$ cat src/rtl/gf2m_mul_serial.sv
// Digit-serial GF(2^WIDTH) multiplier, reduced by x^WIDTH + POLY.
// Operands arrive on a valid/ready handshake, and the product leaves on a second one.
module gf2m_mul_serial #(
    parameter int                 WIDTH = 8,
    parameter logic [WIDTH-1:0]   POLY  = 8'h1B,
    parameter int                 DIGIT = 1
) (
    input  logic             clk,
    input  logic             rst,
    input  logic             in_valid,
    output logic             in_ready,
    input  logic [WIDTH-1:0] a,
    input  logic [WIDTH-1:0] b,
    output logic             out_valid,
    input  logic             out_ready,
    output logic [WIDTH-1:0] q,
    output logic             busy
);

    localparam int N     = WIDTH / DIGIT;
    localparam int CNT_W = (N > 1) ? $clog2(N) : 1;

    generate
        if (WIDTH < 2 || DIGIT < 1) begin : g_bad_size
            $error("gf2m_mul_serial: WIDTH must be >= 2 and DIGIT >= 1");
        end else if ((WIDTH % DIGIT) != 0) begin : g_bad_digit
            $error("gf2m_mul_serial: WIDTH must be a multiple of DIGIT");
        end
    endgenerate

    typedef enum logic [1:0] {
        IDLE = 2'd0,
        BUSY = 2'd1,
        DONE = 2'd2
    } state_t;

    state_t             state, state_next;
    logic [WIDTH-1:0]   a_q, b_q, acc_q;
    logic [CNT_W-1:0]   cnt_q;
    logic [WIDTH-1:0]   acc_step, b_step;
    logic               accept, last;

    // Multiply by x, folding the overflow term back in through the field polynomial.
    function automatic logic [WIDTH-1:0] xtime(input logic [WIDTH-1:0] v);
        return {v[WIDTH-2:0], 1'b0} ^ (v[WIDTH-1] ? POLY : '0);
    endfunction

    // NOTE: blocking assignments here build a combinational chain of DIGIT
    // Horner steps; each iteration sees the previous iteration's result.
    always_comb begin
        acc_step = acc_q;
        b_step   = b_q;
        for (int i = 0; i < DIGIT; i++) begin
            acc_step = xtime(acc_step) ^ (b_step[WIDTH-1] ? a_q : '0);
            b_step   = b_step << 1;
        end
    end

    assign accept = in_valid & in_ready;
    assign last   = (cnt_q == CNT_W'(N - 1));

    // NOTE: every register, including the operand/accumulator datapath, is cleared
    // asynchronously so an abandoned operation leaves no residue.
    always_ff @(posedge clk or posedge rst) begin
        if (rst) begin
            state <= IDLE;
        end else begin
            state <= state_next;
        end
    end

    // NOTE: state_next takes a default before the case so no path infers a latch.
    always_comb begin
        state_next = state;
        case (state)
            IDLE: if (accept) state_next = BUSY;
            BUSY: if (last)   state_next = DONE;
            DONE: if (out_ready) state_next = in_valid ? BUSY : IDLE;
            default: state_next = IDLE;
        endcase
    end

    always_comb begin
        in_ready = (state == IDLE) | ((state == DONE) & out_ready);
        busy     = (state == BUSY);
    end

    always_ff @(posedge clk or posedge rst) begin
        if (rst) begin
            a_q   <= '0;
            b_q   <= '0;
            acc_q <= '0;
            cnt_q <= '0;
        end else if (accept) begin
            a_q   <= a;
            b_q   <= b;
            acc_q <= '0;
            cnt_q <= '0;
        end else if (state == BUSY) begin
            acc_q <= acc_step;
            b_q   <= b_step;
            cnt_q <= cnt_q + 1'b1;
        end
    end

    // q keeps the last product after the handshake; only out_valid drops.
    always_ff @(posedge clk or posedge rst) begin
        if (rst) begin
            q         <= '0;
            out_valid <= 1'b0;
        end else if ((state == BUSY) && last) begin
            q         <= acc_step;
            out_valid <= 1'b1;
        end else if ((state == DONE) && out_ready) begin
            out_valid <= 1'b0;
        end
    end

endmodule

$ cat config.mk
export PLATFORM = sky130hd
export DESIGN_NAME = gf2m_mul_serial
export DESIGN_NICKNAME = d
export VERILOG_FILES = /design/src/rtl/gf2m_mul_serial.sv
export SDC_FILE = /design/constraint.sdc
export NUM_CORES = 1
export LEC_CHECK = 0
export BUFFER_PORTS_ARGS = -buffer_cell sky130_fd_sc_hd__buf_2
export CORE_MARGIN = 5
export CORE_UTILIZATION = 25
export CTS_BUF_LIST = sky130_fd_sc_hd__clkbuf_16
export DETAILED_ROUTE_END_ITERATION = 7
export PLACE_DENSITY_LB_ADDON = 0.25
export SYNTH_ARGS = -nofsm -noshare
export SYNTH_HDL_FRONTEND = slang
export SYNTH_SLANG_ARGS = --single-unit
$ cat constraint.sdc
create_clock -name clk -period 1.52 [get_ports clk]
set_input_delay 0.152 -clock clk [delete_from_list [all_inputs] [get_ports clk]]
set_output_delay 0.152 -clock clk [all_outputs]
set_load 0.1 [all_outputs]
==> impl_metrics.yaml <==
final_layout:
  area_growth_pct: 35.8
  drive_gt1_frac: 0.437
  multi_input_area_sq_um: 718
  n_antenna_cell: 0
  final-seq-area_sq_um: 951
  layout.nets: 220
  fillers: 686
  post-route-util: 0.346
yosys:
  syn_area_sq_mm: 0.00171
  ys_types: 24
  synth_seq_cells: 38
  syn_inst: 147
  yosysWarnings: 0
  synth-edff-count: 0
  ys_seq_area_frac: 0.555
  synth_nets: 169
  postSynthAreaPerCell_sq_um: 11.7
  async_flop_share: 1.00
  synthFlopType: "dfrtp_1"
floorplanning:
  die_h_microns: 92.8
  rows: 30
  dieArea_sq_mm: 0.00861
  start_util: 0.255
  boundaryPins: 31
  die-width_microns: 92.8
  core_sq_mm: 0.00672
drt:
  viasPerCell: 4.21
  post_drt_wl_per_cell_microns: 13.7
  firstDrtPassIters: 4
  drt_iter0_markers: 34
  vias: 1174
  totalWireLength_mm: 3.83
  drc_errors: 0
  detail-route-antenna-nets: 0
outcome:
  violations: "negative hold slack"
  outcome: "finished, violations left"
sta:
  worstMarginPinSlew_ns: 0.487
  fin_crit_sh: 0.998
  slew_violations: 0
  fmax_mhz: 659
  slew_headroom: 0.675
  finalHoldViolCount: 38
  timing.final.crit_period_ns: 1.52
  whs_ns: -0.0206
  fin_skew_ns: 0.00378
  finalSetupViolCount: 0
critical_path:
  cp_max_fo: 6
  crit_required_ns: 1.68
  r2r-end: "a_q[3]"
  critPathKind: "reg -> reg"
  crit_path_start_kind: "register"
  cp_slowest_cell: "dfrtp_1"
  cpPeakStageDelay_ns: 0.40
  timing.rr.start: "state[1]"
  ff2ff_setup_slack_ns: 0.003
  worst_r2r_path_depth: 5
  endpoint_kind: "register"
  path_cells: "nor2b_4 -> nor3b_4 -> buf_4 -> clkbuf_16 -> mux2_2"
  worstPathArrival_ns: 1.68
cts:
  htree_levels: 2
  cts_made_buffers: 5
  clk_pin_slew_ns: 0.05
  cts_hold_buf: 0
  clock_latency_ns: 0.28
  clock-sinks: 38
  cts_tree: "yes"
  cts_buffer_depth: 2
  cts-root-buf: "clkbuf_16"
global_routing:
  gr-total-overflow: 0
  grt_antenna_before_repair: 0
  grt_max_degree: 39
  grt_first_pass_wirelength_mm: 5.87
  grt_pass1_vias: 1205
  grt_util_all_layers: 0.0872
pwr:
  peakVddDrop_v: 0.000683
  power.leakage_nw: 1.08
  p_per_area_mw_per_mm2: 2580
placement:
  place.gp.congestion: 0.719
  port_buffers: 30
  place_hpwl_mm: 2.48
flow_run:
  drv_cap: 0
worst_hold_path:
  hold_path_class: "in -> async"
[cell families after synthesis]
kind of cell    Yosys count  share of synthesized area
compound gates           23                     0.0781
xor+xnor                 12                     0.0613
fa+ha+maj                 2                     0.0146
buf+inv                  13                     0.0445
flops                    38                      0.555
mux                      23                      0.155
simple gates             36                     0.0920
[metrics by stage]
step	power (mW)	worst slack (ns)	TNS (ns)	cell area (sq um)	cells
6_report	6.01	0.00309	0	2330	279
2_1_floorplan	4.15	0.0661	0	1720	147
3_3_place_gp	4.84	0.0499	0	2060	262
3_5_place_dp	4.87	0.0401	0	2060	262
4_1_cts	5.89	0.00177	0	2200	270
5_1_grt	6.39	-0.0349	-0.359	2330	279
[worst max-delay path, delay by kind of cell (launching register included)]
kind	cells	cell delay, ns
AND/OR/NAND/NOR	2	0.31
multiplexers	1	0.33
buffers and inverters	2	0.36
flip-flops	1	0.40
[state kept, by name, summed over array words and instances (netlist names)]
signal / flops
a_q: 8
acc_q: 8
b_q: 8
cnt_q: 3
out_valid: 1
q: 8
state: 2
[cell usage in the layout, fill, tap and decap left out, drive strengths merged]
cell type	Yosys	layout
a211oi	5	5
a21oi	3	3
buf	6	51
clkbuf	3	7
clkinv	0	3
dfrtp	38	38
ha	2	2
inv	4	4
mux2	22	22
mux2i	1	1
nand2	24	24
nand2b	2	2
nand3b	1	1
nor2	7	7
nor2b	1	1
nor3b	1	1
o21ai	11	11
o21bai	1	1
o22ai	3	3
xnor2	7	7
xor2	5	5
[worst max-delay path by stage]
stage,startpoint,to,slack [ns],cells after the start
2_1_floorplan,cnt_q[0],state[1],0.07,5
3_3_place_gp,state[0],b_q[2],0.05,4
3_5_place_dp,state[0],b_q[1],0.04,4
4_1_cts,state[0],b_q[2],0.002,4
5_1_grt,state[1],a_q[3],-0.03,5
6_report,state[1],a_q[3],0.003,5
[report_power, final]
part | total [mW] | internal (mW) | leakage (nW) | switching (mW)
clock network | 0.972 | 0.590 | 0.0663 | 0.382
logic | 3.21 | 1.29 | 0.550 | 1.92
registers | 1.82 | 1.51 | 0.464 | 0.315
total | 6.01 | 3.39 | 1.08 | 2.62
[final cells by class]
| cell class | instances | area share |
|---|---|---|
| Multi-Input combinational cell | 96 | 0.309 |
| Tap cell | 80 | 0.0430 |
| Clock buffer | 5 | 0.0538 |
| Inverter | 4 | 0.00753 |
| Sequential cell | 38 | 0.409 |
| Timing Repair Buffer | 53 | 0.174 |
| Clock inverter | 3 | 0.00484 |
[routing by layer]
layer,vias to the layer above,global-route usage,share of wire
li1,594,-,-
met1,554,0.110,0.47
met2,20,0.137,0.47
met3,6,0.0292,0.038
met4,0,0.0330,0.016
met5,-,0,0
[timing repair]
action                     CTS  global route
pin swaps                    0             1
setup endpoints to repair    1            15
setup buffers                0             7
resized for setup            1             6
cloned                       0             2
[cells in the mapped netlist (all sizes together) (2+ instances only)]
| cell type | count | area share |
|---|---|---|
| dfrtp | 38 | 0.55 |
| nand2 | 24 | 0.053 |
| mux2 | 22 | 0.15 |
| o21ai | 11 | 0.032 |
| nor2 | 7 | 0.015 |
| xnor2 | 7 | 0.036 |
| buf | 6 | 0.028 |
| a211oi | 5 | 0.022 |
| xor2 | 5 | 0.026 |
| inv | 4 | 0.010 |
| a21oi | 3 | 0.0088 |
| clkbuf | 3 | 0.0066 |
| o22ai | 3 | 0.011 |
| ha | 2 | 0.015 |
| nand2b | 2 | 0.0073 |
No activity file was read; power rests on OpenSTA's default activity.
